<file path="config.mk">
export PLATFORM = sky130hd
export DESIGN_NAME = gelato_fetch_scheduler_flat
export DESIGN_NICKNAME = d
export VERILOG_FILES = /design/src/rtl/gelato_types.sv /design/src/rtl/gelato_fetch_scheduler_if.sv /design/src/rtl/gelato_rr_arbiter.sv /design/src/rtl/gelato_fetch_scheduler.sv /design/src/flat_wrapper.sv
export SDC_FILE = /design/constraint.sdc
export NUM_CORES = 1
export LEC_CHECK = 0
export CORE_MARGIN = 2
export CORE_UTILIZATION = 40
export DETAILED_ROUTE_END_ITERATION = 8
export DONT_BUFFER_PORTS = 1
export PLACE_DENSITY = 0.54
export SYNTH_ARGS = -nofsm -noshare
export SYNTH_HDL_FRONTEND = slang
export SYNTH_SLANG_ARGS = --single-unit
</file>
<file path="constraint.sdc">
create_clock -name clk -period 11.5 [get_ports clk]
set_input_delay 1.15 -clock clk [delete_from_list [all_inputs] [get_ports clk]]
set_output_delay 1.15 -clock clk [all_outputs]
set_load 0.01 [all_outputs]
</file>
<file path="src/rtl/gelato_types.sv">
// rtl/gelato_types.sv - shared widths and fetch request types for the fetch scheduler
package gelato_types;

  localparam int WARP_NUM        = 8;
  localparam int WARP_NUM_WIDTH  = 3;
  localparam int PC_WIDTH        = 32;
  localparam int SPLIT_NUM_WIDTH = 5;

  typedef logic [WARP_NUM_WIDTH-1:0]  warp_num_t;
  typedef logic [PC_WIDTH-1:0]        pc_t;
  typedef logic [SPLIT_NUM_WIDTH-1:0] split_table_num_t;

  typedef struct packed {
    warp_num_t        warp_num;
    pc_t              pc;
    split_table_num_t split_table_num;
  } fetch_req_t;

endpackage

</file>
<file path="src/rtl/gelato_fetch_scheduler_if.sv">
// rtl/gelato_fetch_scheduler_if.sv - PC-table inputs and fetch-request handshake of the scheduler
interface gelato_fetch_scheduler_if;
  import gelato_types::*;

  logic [WARP_NUM-1:0]                 pt_valid;
  logic [WARP_NUM*PC_WIDTH-1:0]        pt_pc;
  logic [WARP_NUM*SPLIT_NUM_WIDTH-1:0] pt_split_table_num;
  logic                                pt_activate_valid;
  warp_num_t                           pt_activate_warp_num;

  logic                                fetch_valid;
  logic                                fetch_ready;
  warp_num_t                           fetch_warp_num;
  pc_t                                 fetch_pc;
  split_table_num_t                    fetch_split_table_num;

  // master: PC table plus fetch stage; slave: the scheduler
  modport master (
    output pt_valid, pt_pc, pt_split_table_num, pt_activate_valid, pt_activate_warp_num,
    output fetch_ready,
    input  fetch_valid, fetch_warp_num, fetch_pc, fetch_split_table_num
  );

  modport slave (
    input  pt_valid, pt_pc, pt_split_table_num, pt_activate_valid, pt_activate_warp_num,
    input  fetch_ready,
    output fetch_valid, fetch_warp_num, fetch_pc, fetch_split_table_num
  );

endinterface

</file>
<file path="src/rtl/gelato_rr_arbiter.sv">
// rtl/gelato_rr_arbiter.sv - combinational rotate-priority round-robin arbiter
module gelato_rr_arbiter #(
  parameter int N = 8,
  parameter int W = $clog2(N)
) (
  input  logic [N-1:0] req,
  input  logic [W-1:0] ptr,
  output logic         grant_valid,
  output logic [W-1:0] grant
);

  logic [W-1:0] idx;

  // Walk from the farthest offset down so the request nearest ptr is written last and wins.
  always_comb begin
    grant_valid = 1'b0;
    grant       = '0;
    idx         = '0;
    for (int i = N - 1; i >= 0; i--) begin
      idx = ptr + W'(i);
      if (req[idx]) begin
        grant_valid = 1'b1;
        grant       = idx;
      end
    end
  end

endmodule

</file>
<file path="src/rtl/gelato_fetch_scheduler.sv">
// rtl/gelato_fetch_scheduler.sv - round-robin warp picker feeding the instruction-fetch stage
module gelato_fetch_scheduler
  import gelato_types::*;
(
  input  logic                     clk,
  input  logic                     rst_n,
  input  logic                     rdy,
  gelato_fetch_scheduler_if.slave  bus,
  output logic [WARP_NUM-1:0]      parked
);

  warp_num_t           rr_ptr;
  fetch_req_t          req_q;
  fetch_req_t          req_sel;
  logic                fetch_valid_q;
  logic [WARP_NUM-1:0] elig;
  logic [WARP_NUM-1:0] parked_next;
  logic                grant_valid;
  warp_num_t           grant;
  logic                slot_free;
  logic                issue;

  assign elig      = bus.pt_valid & ~parked;
  assign slot_free = ~fetch_valid_q | bus.fetch_ready;
  assign issue     = slot_free & grant_valid;

  gelato_rr_arbiter #(
    .N (WARP_NUM),
    .W (WARP_NUM_WIDTH)
  ) u_arb (
    .req         (elig),
    .ptr         (rr_ptr),
    .grant_valid (grant_valid),
    .grant       (grant)
  );

  always_comb begin
    req_sel                 = '0;
    req_sel.warp_num        = grant;
    req_sel.pc              = bus.pt_pc[grant*PC_WIDTH +: PC_WIDTH];
    req_sel.split_table_num = bus.pt_split_table_num[grant*SPLIT_NUM_WIDTH +: SPLIT_NUM_WIDTH];
  end

  // Issue is applied after activate so a same-cycle activate of the winner cannot unpark it.
  always_comb begin
    parked_next = parked;
    if (bus.pt_activate_valid) parked_next[bus.pt_activate_warp_num] = 1'b0;
    if (issue) parked_next[grant] = 1'b1;
  end

  always_ff @(posedge clk) begin
    if (!rst_n) begin
      parked        <= '0;
      rr_ptr        <= '0;
      fetch_valid_q <= 1'b0;
      req_q         <= '0;
    end else if (rdy) begin
      parked <= parked_next;
      if (slot_free) begin
        fetch_valid_q <= grant_valid;
        if (grant_valid) begin
          req_q  <= req_sel;
          rr_ptr <= grant + warp_num_t'(1);
        end
      end
    end
  end

  assign bus.fetch_valid           = fetch_valid_q;
  assign bus.fetch_warp_num        = req_q.warp_num;
  assign bus.fetch_pc              = req_q.pc;
  assign bus.fetch_split_table_num = req_q.split_table_num;

endmodule

</file>
<file path="src/flat_wrapper.sv">
// flat-port wrapper written by rule: the top's interface ports become plain ports
module gelato_fetch_scheduler_flat import gelato_types::*;
  (clk, rst_n, rdy, parked, bus_pt_valid, bus_pt_pc, bus_pt_split_table_num, bus_pt_activate_valid, bus_pt_activate_warp_num, bus_fetch_ready, bus_fetch_valid, bus_fetch_warp_num, bus_fetch_pc, bus_fetch_split_table_num);
  gelato_fetch_scheduler_if bus_i ();
  input  logic clk;
  input  logic rst_n;
  input  logic rdy;
  output logic [WARP_NUM-1:0] parked;
  input wire logic [$bits(bus_i.pt_valid)-1:0] bus_pt_valid;
  input wire logic [$bits(bus_i.pt_pc)-1:0] bus_pt_pc;
  input wire logic [$bits(bus_i.pt_split_table_num)-1:0] bus_pt_split_table_num;
  input wire logic [$bits(bus_i.pt_activate_valid)-1:0] bus_pt_activate_valid;
  input wire logic [$bits(bus_i.pt_activate_warp_num)-1:0] bus_pt_activate_warp_num;
  input wire logic [$bits(bus_i.fetch_ready)-1:0] bus_fetch_ready;
  output wire logic [$bits(bus_i.fetch_valid)-1:0] bus_fetch_valid;
  output wire logic [$bits(bus_i.fetch_warp_num)-1:0] bus_fetch_warp_num;
  output wire logic [$bits(bus_i.fetch_pc)-1:0] bus_fetch_pc;
  output wire logic [$bits(bus_i.fetch_split_table_num)-1:0] bus_fetch_split_table_num;
  assign bus_i.pt_valid = bus_pt_valid;
  assign bus_i.pt_pc = bus_pt_pc;
  assign bus_i.pt_split_table_num = bus_pt_split_table_num;
  assign bus_i.pt_activate_valid = bus_pt_activate_valid;
  assign bus_i.pt_activate_warp_num = bus_pt_activate_warp_num;
  assign bus_i.fetch_ready = bus_fetch_ready;
  assign bus_fetch_valid = bus_i.fetch_valid;
  assign bus_fetch_warp_num = bus_i.fetch_warp_num;
  assign bus_fetch_pc = bus_i.fetch_pc;
  assign bus_fetch_split_table_num = bus_i.fetch_split_table_num;
  gelato_fetch_scheduler u_core (.clk(clk), .rst_n(rst_n), .rdy(rdy), .bus(bus_i), .parked(parked));
endmodule
</file>
# Word level (Yosys, flattened, before mapping)
# Index checks and enable logic that the tools add are counted.
[word_totals]
ff_bits = 52
inputBits = 312
output_inout_bits = 49
[op_classes]
add_sub_neg = 8
multipliers = 1
magnitude_cmp = 12
shift = 2
mux = 38
n_bitwise = 8
reduce_logical = 4
[ops]
columns = ["cell", "count"]
rows = [
  ["$shiftx A256 B9 Y32", 1],
  ["$lt A3 B4 Y1 const B", 10],
  ["$shiftx A40 B7 Y5", 1],
  ["$bmux W1 S3", 8],
  ["$mux W3", 8],
  ["$mux W1", 18],
  ["$and A8 B8 Y8", 2],
  ["$mux W8", 2],
  ["$not A8 Y8", 2],
  ["$add A3 B3 Y3 const B", 4],
  ["$or A8 B8 Y8", 1],
  ["$add A3 B1 Y3 const B", 2],
  ["$add A3 B2 Y3 const B", 2],
  ["$demux W1 S3", 2],
  ["$ge A3 B1 Y1 const B", 2],
  ["$mul A3 B3 Y6 const B", 1],
  ["$reduce_and A3 Y1", 1],
  ["$logic_and A1 B1 Y1", 2],
  ["$reduce_and A2 Y1", 1],
  ["$and A1 B1 Y1", 1],
  ["$not A1 Y1", 1],
  ["$or A1 B1 Y1", 1],
]

# Logic depth before layout (Yosys ltp)
# Gate-level depths: netlist (run 1).
[logic_depth]
word_depth = 18
depth_mapped = 17

# Hierarchy
# A second synthesis (run 1) with hierarchy kept.
[unflattened]
hier_cells = 562
hier_area_um2 = 5345.1
[by_module_without_submodules]
columns = ["mod", "n_inst", "cells_per_inst", "area_per_inst_um2", "seq_area_each_um2"]
rows = [
  ["gelato_fetch_scheduler", 1, 472, 4563.1, 1041.0],
  ["gelato_rr_arbiter", 1, 90, 782.0, 0.0],
]

# Least setup slack after synthesis (run 1)
# No wires, ideal clock.
[synth_timing]
path_type = "register to register"
start = "register u_core.rr_ptr[0]"
end = "register u_core.req_q (netlist bit u_core.bus.fetch_pc[27])"
arrival_ps = 4016
t_required_ps = 11404
slack_ps = 7388
path_stages_with_launch = 17
path_buffers = 6
period_less_slack_ps = 4112
cell_sequence = "dfxtp_1 > inv_2 > clkbuf_1 > clkbuf_1 > clkbuf_1 > ha_1 > xnor2_2 > mux4_2 > mux2_2 > or2_1 > buf_2 > a311oi_2 > buf_4 > buf_6 > a22oi_2 > a31o_1 > o41ai_2"
[synth_between]
elab_chain_cells = 12
elab_cells_between_ends = 41
cone_classes = "add/sub (7); shift (1); mux (32); reduce/logical (1)"
[synth_lines]
columns = ["element", "line", "rtl"]
rows = [
  ["from (decl)", "gelato_fetch_scheduler.sv:12", "warp_num_t rr_ptr;"],
  ["from (signal assigned)", "gelato_fetch_scheduler.sv:63", "rr_ptr <= grant + warp_num_t'(1);"],
  ["$add A3 B3 Y3", "gelato_rr_arbiter.sv:20", "idx = ptr + W'(i);"],
  ["$bmux W1 S3", "gelato_rr_arbiter.sv:21", "if (req[idx]) begin"],
  ["$mux W1 (not written as such)", "gelato_rr_arbiter.sv:21", ""],
  ["$mux W3 or $mux W1 (tied branches) (8 in series)", "gelato_rr_arbiter.sv:21", ""],
  ["$shiftx A256 B9 Y32 or $reduce_and A3 Y1 (tied branches)", "--", ""],
  ["to (signal assigned)", "gelato_fetch_scheduler.sv:62", "req_q <= req_sel;"],
  ["to (decl)", "gelato_fetch_scheduler.sv:13", "fetch_req_t req_q;"],
]
# Several ways; a longest one is shown, not always the timed one. The select of a mux whose other input is x is not followed.
# A chain may end at the register's enable or synchronous reset.

# Worst setup path in the final report (run 1)
[layout_timing]
start = "register u_core.rr_ptr[1]"
end = "register u_core.req_q (netlist bit u_core.bus.fetch_pc[0])"
# Same word-level chain as after synthesis.

==> out/qor.txt, run 1 <==
initial antenna violation count - 1
Netlist cell types - 71
# hold bufs at CTS - 0
I/O Buffers - 0
Mapped Avg Cell Area - 7.55 um^2
final worst slack - 5850 ps
Yosys reg bits - 52
Pleak - 0.00258 uW
Post-Synthesis Cells - 993
worst-case clock skew - 9.20 ps
Top FF cell, synth - dfxtp_1
routed wl met3 - 3400 um
Horiz. Die Dim - 141 um
Clock Path Buffers - 2
worst-skew pair later-pin latency - 310 ps
Post-CTS Setup Inserts - 0
Avg WL per Cell - 27.9 um
First-pass DRT Iterations - 5
syn_nets - 1307
Hold Path Depth - 2
switching power total - 2280 uW
post_cts resized - 0
fillers - 1938
CP Capture Type - flop
final setup violating endpoints - 0
CP arrival - 5860 ps
Setup CP Type - reg2reg
Yosys Warn Count - 0
RSZ-0062 raised after global routing - false
DP Worst Slack - 5870 ps
Sw Share - 62.1%
Post-Route WL - 31800 um
core region area - 18500 um^2
Routed Antenna Nets - 0
CTS Buf Count - 5
multi-input logic area - 5940 um^2
Via Count - 8381
non-filler cells, final - 1140
layout cells sized above 1 - 13.4%
Worst R2R End - u_core.bus.fetch_pc[0]$_SDFFE_PN0P_
Startpoint Class - flop
Total Routing Usage GR - 29.9%
R2R cell count - 11
Area Growth Syn to Fin - 1.30%
final hold violation count - 0
cell-internal power - 1400 uW
global-route wire length before repair - 47000 um
clock root cell - clkbuf_16
status - finished, final reports clean
Vias/cell - 7.35
Placer Congestion - 0.962
initial core utilization - 40.5%
Seq pwr share - 9.4%
placed instance count - 1131
fin crit period - 5650 ps
Rows - 50
Die Span Y - 141 um
FF-to-FF setup slack - 5850 ps
combinational group share of total power - 86.0%
# clock sinks - 52
cell area power density - 485 nW/um^2
vias in the first global route - 7629
clock-pin slew on the worst setup and hold paths - 80 ps
critical hold path startpoint - u_core.bus.fetch_pc[19]$_SDFFE_PN0P_
WHS - 523 ps
# DRC - 0
CP max FO - 58
power share of the clock group - 4.5%
Design Power - 3680 uW
Remaining Overflow, GRT - 0
Slew @ Worst Pin - 1120 ps
wire length on met2 - 14400 um
VDD IR max - 0.000331 V
f_max - 0.177 GHz
post-synthesis sequential area ratio - 13.9%
final period utilization - 49.2%
# IOs - 361
setup TNS - 0 ps
pin count of the biggest net entering global routing - 94
WL met1 - 13400 um
Worst EP required - 11700 ps
level count of the clock H-tree - 2
net count reported at finish - 1218
EDFF count, synth - 0
mapped cell area - 7490 um^2
Top Metal Used - met4
reg2reg start - u_core.rr_ptr[1]$_SDFFE_PN0P_
DRT iter0 DRCs - 925
worst min-delay path category - reg2reg
CTS tree - built
Post-synth ARST share - 0%
die footprint - 19800 um^2
Slew HR - 25.1%
HPWL Detailed - 22400 um
Hold Path End - u_core.bus.fetch_pc[19]$_SDFFE_PN0P_
register area - 1040 um^2
Max Cap Viol - 0
pins over their slew limit - 0
-- layout by cell type (no fill, tap or decap), drive strengths merged, types with 29 or more instances in the layout --
cell type | synthesis | routed
dfxtp | 52 | 52
a31oi | 54 | 54
o21ai | 75 | 75
or2 | 30 | 30
nor3 | 34 | 34
nand2 | 47 | 47
a311oi | 56 | 56
a22oi | 54 | 54
nand3 | 59 | 59
o21a | 33 | 33
mux2i | 51 | 51
nor2 | 77 | 77
a31o | 29 | 29
-- stage by stage --
step | utilization (%) | instance area (um^2)
2_1_floorplan | - | 7490
3_3_place_gp | 40.2 | 7440
3_5_place_dp | 40.2 | 7440
4_1_cts | 41.0 | 7590
5_1_grt | 41.0 | 7590
6_report | 41.0 | 7590
-- layout make-up --
class | count | share of cell area [%]
sequential | 52 | 13.8
tap | 234 | 3.86
timing repair buffer | 18 | 1.78
clock buffer | 5 | 1.65
antenna | 1 | 0.0330
multi-input combinational | 819 | 78.2
inverter | 8 | 0.412
clock inverter | 3 | 0.330
-- synthesized netlist by cell type (all sizes together), types with 3 or more instances --
| cell | count | share of area (%) |
|---|---|---|
| and3 | 28 | 2.3 |
| a2bb2oi | 3 | 0.35 |
| inv | 8 | 0.40 |
| nand3 | 59 | 4.0 |
| o31ai | 3 | 0.48 |
| buf | 50 | 3.8 |
| clkbuf | 64 | 3.2 |
| nor3b | 3 | 0.37 |
| nand4 | 11 | 0.92 |
| a31oi | 54 | 4.5 |
| mux2i | 51 | 6.8 |
| a22oi | 54 | 5.9 |
| a311oi | 56 | 6.6 |
| o21a | 33 | 3.3 |
| and2 | 5 | 0.42 |
| or3b | 5 | 0.58 |
| a211oi | 3 | 0.30 |
| nand2b | 13 | 1.1 |
| nand3b | 9 | 0.90 |
| o221ai | 3 | 0.35 |
| or2 | 30 | 2.5 |
| a221o | 11 | 1.5 |
| o2111ai | 3 | 0.35 |
| mux4 | 9 | 2.7 |
| dfxtp | 52 | 14 |
| a21oi | 18 | 1.3 |
| nor2 | 77 | 4.0 |
| nor3 | 34 | 2.3 |
| and4 | 28 | 3.3 |
| o21ai | 75 | 5.0 |
| a31o | 29 | 3.4 |
| nand2 | 47 | 2.4 |
| o41ai | 27 | 5.9 |
| o32ai | 10 | 1.2 |
-- worst max-delay path, cell delays in order, from the launching register on --
cell,delay [ps]
dfxtp_1,730
inv_2,210
ha_1,630
inv_1,200
mux4_2,360
a21bo_2,960
and3_1,880
nand2b_2,250
buf_4,510
a31oi_1,170
a31o_1,270
o41ai_2,330
-- worst max-delay path by stage --
stage | to | from | slack [ps]
4_1_cts | u_core.bus.fetch_pc[0]$_SDFFE_PN0P_ | u_core.rr_ptr[1]$_SDFFE_PN0P_ | 5910
3_5_place_dp | u_core.bus.fetch_split_table_num[0]$_SDFFE_PN0P_ | bus_pt_valid[0] | 5870
5_1_grt | u_core.bus.fetch_split_table_num[4]$_SDFFE_PN0P_ | u_core.rr_ptr[1]$_SDFFE_PN0P_ | 5540
3_3_place_gp | u_core.bus.fetch_pc[21]$_SDFFE_PN0P_ | bus_pt_valid[0] | 5920
2_1_floorplan | u_core.bus.fetch_pc[27]$_SDFFE_PN0P_ | u_core.rr_ptr[0]$_SDFFE_PN0P_ | 7390
6_report | u_core.bus.fetch_pc[0]$_SDFFE_PN0P_ | u_core.rr_ptr[1]$_SDFFE_PN0P_ | 5850
-- power groups by stage --
stage	logic (uW)	registers (uW)	clock network (uW)
finish	3170	347	167
global route	3400	354	176
CTS	3120	346	170
detailed placement	3110	349	0
global placement	3110	351	0
floorplan	2490	298	0
-- state kept, by name (all words and copies together), names as in the netlist --
name and count:
u_core.bus.fetch_valid 1, u_core.bus.fetch_warp_num 3, u_core.rr_ptr 3, u_core.bus.fetch_pc 32, u_core.bus.fetch_split_table_num 5, u_core.parked 8
-- cell families after synthesis --
group	share of synthesized area, %
AO/OA/AOI/OAI	42.3
AND/OR/NAND/NOR	25.5
buffers and inverters	7.45
multiplexers	9.82
flip-flops	13.9
XOR/XNOR	0.701
adder cells (fa/ha/maj)	0.334
-- routing by layer --
| layer | GRT usage, % | vias to the layer above |
|---|---|---|
| li1 | - | 3789 |
| met1 | 42.5 | 4062 |
| met2 | 45.8 | 496 |
| met3 | 7.78 | 34 |
| met4 | 5.89 | 0 |
| met5 | 0 | - |
Note: power is estimated with default switching activity, not from simulation.
==> run 2: changes to the inputs <==
clock period = 5.3 ns   (was 11.5 ns; I/O delays follow)
==> run 2 against run 1 <==
  * Global-route usage grew 0.43 points
  * Wire length is 0.18% higher
  * Register-to-register slack worse by 5100 ps
  * Die area did not move
  * Sequential power rose by 120%
  * Largest cell class unchanged
  * Largest power group unchanged
==> out/qor.txt, run 2 (synthesis results as in run 1) <==
Worst EP required - 5520 ps
Post-Route WL - 31800 um
Slew @ Worst Pin - 963 ps
Max Cap Viol - 0
post_cts resized - 0
power share of the clock group - 5.0%
final setup violating endpoints - 0
most frequent CP cell - buf_4
Top Metal Used - met4
vias in the first global route - 7807
Design Power - 8120 uW
Sw Share - 61.3%
setup TNS - 0 ps
worst-skew pair later-pin latency - 310 ps
HPWL Detailed - 22800 um
f_max - 0.221 GHz
pin count of the biggest net entering global routing - 84
First-pass DRT Iterations - 5
Via Count - 8326
Seq pwr share - 9.4%
WHS - 341 ps
slowest cell on the critical path - dfxtp_1
Clock Path Buffers - 2
core region area - 18500 um^2
# clock sinks - 52
switching power total - 4980 uW
CP arrival - 4740 ps
global-route wire length before repair - 47800 um
Pleak - 0.00264 uW
# IOs - 361
# DRC - 0
CP Capture Type - flop
die footprint - 19800 um^2
critical path, cell by cell - inv_2, ha_1, buf_4, inv_1, o2111ai_1, and4_1, o211ai_2, a31o_2, nor2_4, buf_4, a22oi_1, a31o_1, o41ai_2
Horiz. Die Dim - 141 um
Avg WL per Cell - 27.7 um
CP max FO - 35
cell area power density - 1060 nW/um^2
VDD IR max - 0.000677 V
largest stage delay on the critical path - 710 ps
clock-pin slew on the worst setup and hold paths - 80 ps
ant diodes - 0
clock root cell - clkbuf_16
CTS Buf Count - 5
Area Growth Syn to Fin - 2.57%
cell-internal power - 3140 uW
Die Span Y - 141 um
Routed Antenna Nets - 0
FF-to-FF setup slack - 780 ps
status - finished, final reports clean
layout cells sized above 1 - 14.3%
Slew HR - 35.8%
final period utilization - 85.2%
Startpoint Class - flop
pins over their slew limit - 0
I/O Buffers - 0
initial antenna violation count - 0
net count reported at finish - 1228
routed wl met3 - 3530 um
most common cell after layout, fill and taps aside - o21ai_0
WL met1 - 13500 um
Remaining Overflow, GRT - 0
RSZ-0062 raised after global routing - false
most frequent cells in the layout - o21ai_0, nor2_1, nand3_1
Rows - 50
Placer Congestion - 1.01
Total Routing Usage GR - 30.3%
worst min-delay path category - in2reg
wire length on met2 - 14200 um
initial core utilization - 40.5%
Setup CP Type - reg2reg
combinational group share of total power - 85.6%
final hold violation count - 0
# hold bufs at CTS - 0
Largest register FFs - 32
fin crit period - 4520 ps
CTS tree - built
level count of the clock H-tree - 2
fillers - 1947
Vias/cell - 7.25
worst-case clock skew - 9.67 ps
Post-CTS Setup Inserts - 0
DRT iter0 DRCs - 752
run 2: power by group through the flow:
stage	clock network (uW)	logic, uW	registers (uW)
floorplan	0	5400	646
global placement	0	6830	771
detailed placement	0	6830	766
CTS	414	6850	760
global route	423	7510	777
finish	405	6950	761
run 2: critical path, delay by kind of cell, from the launching register on:
kind	cells	cell delay [ps]
flip-flops	1	710
AND/OR/NAND/NOR	2	820
AO/OA/AOI/OAI	6	1530
adder cells (fa/ha/maj)	1	330
buffers and inverters	4	1000
run 2: final cells by class:
cell class                 instances  area (um^2)  area share, %
multi-input combinational        819         5940           77.2
clock buffer                       5          125           1.63
clock inverter                     3         47.5          0.618
timing repair buffer              28          210           2.73
tap                              234          293           3.81
sequential                        52         1040           13.6
inverter                           8         31.3          0.407
run 2: path summary, 6_finish.rpt:
check                                                     startpoint  cells after the start                                          endpoint
worst min-delay path                                           rst_n                      1                     u_core.parked[3]$_SDFFE_PN0P_
worst max register to register         u_core.rr_ptr[1]$_SDFFE_PN0P_                     13  u_core.bus.fetch_split_table_num[2]$_SDFFE_PN0P_
worst min register to register  u_core.bus.fetch_pc[14]$_SDFFE_PN0P_                      2              u_core.bus.fetch_pc[14]$_SDFFE_PN0P_
worst max-delay path                   u_core.rr_ptr[1]$_SDFFE_PN0P_                     13  u_core.bus.fetch_split_table_num[2]$_SDFFE_PN0P_
run 2: per-stage QoR:
step	util [%]	worst slack [ps]	instances	area, um^2
2_1_floorplan	-	1190	993	7490
3_3_place_gp	40.6	900	1141	7510
3_5_place_dp	40.6	887	1141	7510
4_1_cts	41.5	870	1149	7690
5_1_grt	41.5	480	1149	7690
6_report	41.5	782	1149	7690
run 2: routing by layer:
| metal | GRT usage [%] | vias to the layer above |
|---|---|---|
| li1 | - | 3808 |
| met1 | 42.4 | 3997 |
| met2 | 46.1 | 476 |
| met4 | 7.26 | 0 |
| met5 | 0 | - |
| met3 | 8.76 | 45 |
==> run 3: changes to the inputs <==
ABC_AREA = 1   (was unset)
CORE_AREA = 2 2 142 144   (was unset)
CORE_MARGIN = unset   (was 2)
CORE_UTILIZATION = unset   (was 40)
DIE_AREA = 0 0 144 146   (was unset)
HOLD_SLACK_MARGIN = 0.12   (was unset)
PLACE_DENSITY = 0.47   (was 0.54)
==> run 3 against run 2 <==
  * Combinational power down 20%
  * Critical endpoint is now u_core.bus.fetch_pc[0]$_SDFFE_PN0P_
  * Via count down 14%
  * Clock-buffer cell count unchanged
  * Critical path depth up 11
  * Largest cell class unchanged
  * Non-clock buffer count down 18
  * Global-route usage down 8.8 points
  * Sequential power down 13%
  * Clock skew up 1.4 ps
  * Final cell count up 24%
  * Highest routed layer unchanged
  * First-iteration DRC count down 33%
  * Sequential share of layout area up 2.3 points
==> out/qor.txt, run 3 <==
synth top area cells - nand2_1, nand3_1, dfxtp_1
Post-Route WL - 23100 um
First-pass DRT Iterations - 5
crit path from - u_core.rr_ptr[0]$_SDFFE_PN0P_
RSZ-0062 raised after global routing - false
pins over their slew limit - 0
multiplexer share of the synthesized area - 0%
FF-to-FF setup slack - 1190 ps
Top FF cell, synth - dfxtp_1
Slew @ Worst Pin - 859 ps
level count of the clock H-tree - 2
Routed Antenna Nets - 0
CTS Buf Count - 5
Rows - 51
initial antenna violation count - 2
Total Routing Usage GR - 21.5%
Remaining Overflow, GRT - 0
# clock sinks - 52
GR Util met1 - 26.7%
Post-Route Utilization - 34.0%
Area Growth Syn to Fin - 2.92%
Post-Synthesis Cells - 1224
die footprint - 21000 um^2
WHS - 322 ps
Horiz. Die Dim - 144 um
largest family of logic cells by synthesized area - simple AND/OR/NAND/NOR gates
Placer Congestion - 0.863
f_max - 0.243 GHz
final setup violating endpoints - 0
Synth top area share - 33.0%
Post-CTS Setup Inserts - 0
pin count of the biggest net entering global routing - 76
worst min-delay path category - in2reg
clock root cell - clkbuf_16
Max Cap Viol - 0
synth cell count leaders - nand2_1, nand3_1, inv_1, nand3b_1, dfxtp_1
CP max FO - 53
Largest register FFs - 32
R2R cell count - 24
HPWL Detailed - 17100 um
Hold Path End - u_core.parked[3]$_SDFFE_PN0P_
# hold bufs at CTS - 0
post_cts resized - 0
Yosys Warn Count - 0
compound-gate portion of the synthesized area - 3.41%
layout cells sized above 1 - 3.81%
# DRC - 0
# IOs - 361
Synth Area in XOR/XNOR - 0.764%
DP Worst Slack - 1180 ps
Mapped Avg Cell Area - 5.22 um^2
met2 global-route usage - 35.7%
adder-cell area share of the yosys netlist - 0.392%
Pleak - 0.00373 uW
clock-pin slew on the worst setup and hold paths - 80 ps
met3 Usage GRT - 5.50%
Worst EP required - 5560 ps
most frequent cells in the layout - nand2_1, nand3_1, inv_1
core region area - 19300 um^2
setup TNS - 0 ps
Synth Area in Simple Gates - 62.5%
mapped cell area - 6380 um^2
initial core utilization - 33.0%
I/O Buffers - 0
CP Capture Type - flop
Post-synth ARST share - 0%
reg2reg start - u_core.rr_ptr[0]$_SDFFE_PN0P_
Slew HR - 42.6%
critical hold path startpoint - rdy
Avg WL per Cell - 16.3 um
fin crit period - 4110 ps
gr busiest metal - met2
cell area power density - 1020 nW/um^2
Yosys top cell by area - nand2_1
worst-skew pair later-pin latency - 310 ps
global-route wire length before repair - 36000 um
Worst R2R End - u_core.bus.fetch_pc[0]$_SDFFE_PN0P_
post-synthesis sequential area ratio - 16.3%
Clock Path Buffers - 2
Hold Path Depth - 1
net count reported at finish - 1469
final worst slack - 1190 ps
CP arrival - 4360 ps
Vias/cell - 5.02
final hold violation count - 0
EDFF count, synth - 0
final period utilization - 77.5%
CTS tree - built
DRT iter0 DRCs - 506
Netlist cell types - 31
Via Count - 7147
Startpoint Class - flop
Yosys reg bits - 52
Die Span Y - 146 um
most common cell after layout, fill and taps aside - nand2_1
VDD IR max - 0.000894 V
Setup CP Type - reg2reg
most frequent cell after synthesis - nand2_1
status - finished, final reports clean
vias in the first global route - 6781
worst-case clock skew - 11.1 ps
syn_nets - 1538
[run 3: stage by stage]
stage               cell area (um^2)  power [uW]  cells
floorplan                       6380        5380   1224
global placement                6350        6330   1413
detailed placement              6350        6270   1413
CTS                             6570        6790   1421
global route                    6570        7630   1423
finish                          6570        6710   1423
[run 3: worst max path at each step]
stage                                                             to  slack (ps)
CTS                              u_core.bus.fetch_pc[0]$_SDFFE_PN0P_        1150
global route                    u_core.bus.fetch_pc[27]$_SDFFE_PN0P_         690
finish                           u_core.bus.fetch_pc[0]$_SDFFE_PN0P_        1190
floorplan           u_core.bus.fetch_split_table_num[0]$_SDFFE_PN0P_        2800
detailed placement               u_core.bus.fetch_pc[0]$_SDFFE_PN0P_        1180
global placement                 u_core.bus.fetch_pc[0]$_SDFFE_PN0P_        1210
[run 3: cell type report]
| type | count | area [um^2] |
|---|---|---|
| inverter | 145 | 544 |
| clock inverter | 3 | 90.1 |
| antenna | 2 | 5.00 |
| sequential | 52 | 1040 |
| multi-input combinational | 941 | 4320 |
| fill | 2266 | 12800 |
| timing repair buffer | 10 | 113 |
| clock buffer | 5 | 125 |
| tap | 265 | 332 |
[run 3: cells by family (layout without fill, tap and decap cells)]
logic type                 Yosys count  in the layout
and+or+nand+nor                    901            901
buffers and inverters              231            163
AOI/OAI and AO/OA                   35             35
xor gates and xnor gates             3              3
adders and majority gates            2              2
DFF                                 52             52
other                                0              2
[run 3: worst max-delay path, stage by stage, from the launching register on]
cell,delay [ps]
dfxtp_1,660
inv_2,190
ha_1,420
inv_2,150
nand3_1,110
nand3_1,120
nand2_2,90
inv_2,60
nand2_1,40
nand2_1,50
nand2_1,40
nand2_1,50
nand2_1,40
nand2_1,90
nand2_4,330
nand2_4,570
buf_4,450
nand2_1,120
nand2_1,80
nand2_1,50
nand2_1,100
nand2_1,60
nand3_1,70
nand2_1,50
inv_1,40
[run 3: metal layers]
layer  wire [um]  share of wire, %  vias to the layer above
met5           0                 0                        -
met4         729               3.1                        0
met3        1910               8.2                       40
met2       10800                47                      296
met1        9740                42                     3136
li1            -                 -                     3675
[run 3: where the power goes]
group          internal (uW)  switching, uW
clock network            319            162
logic                   1770           3800
registers                507            157
total                   2590           4110
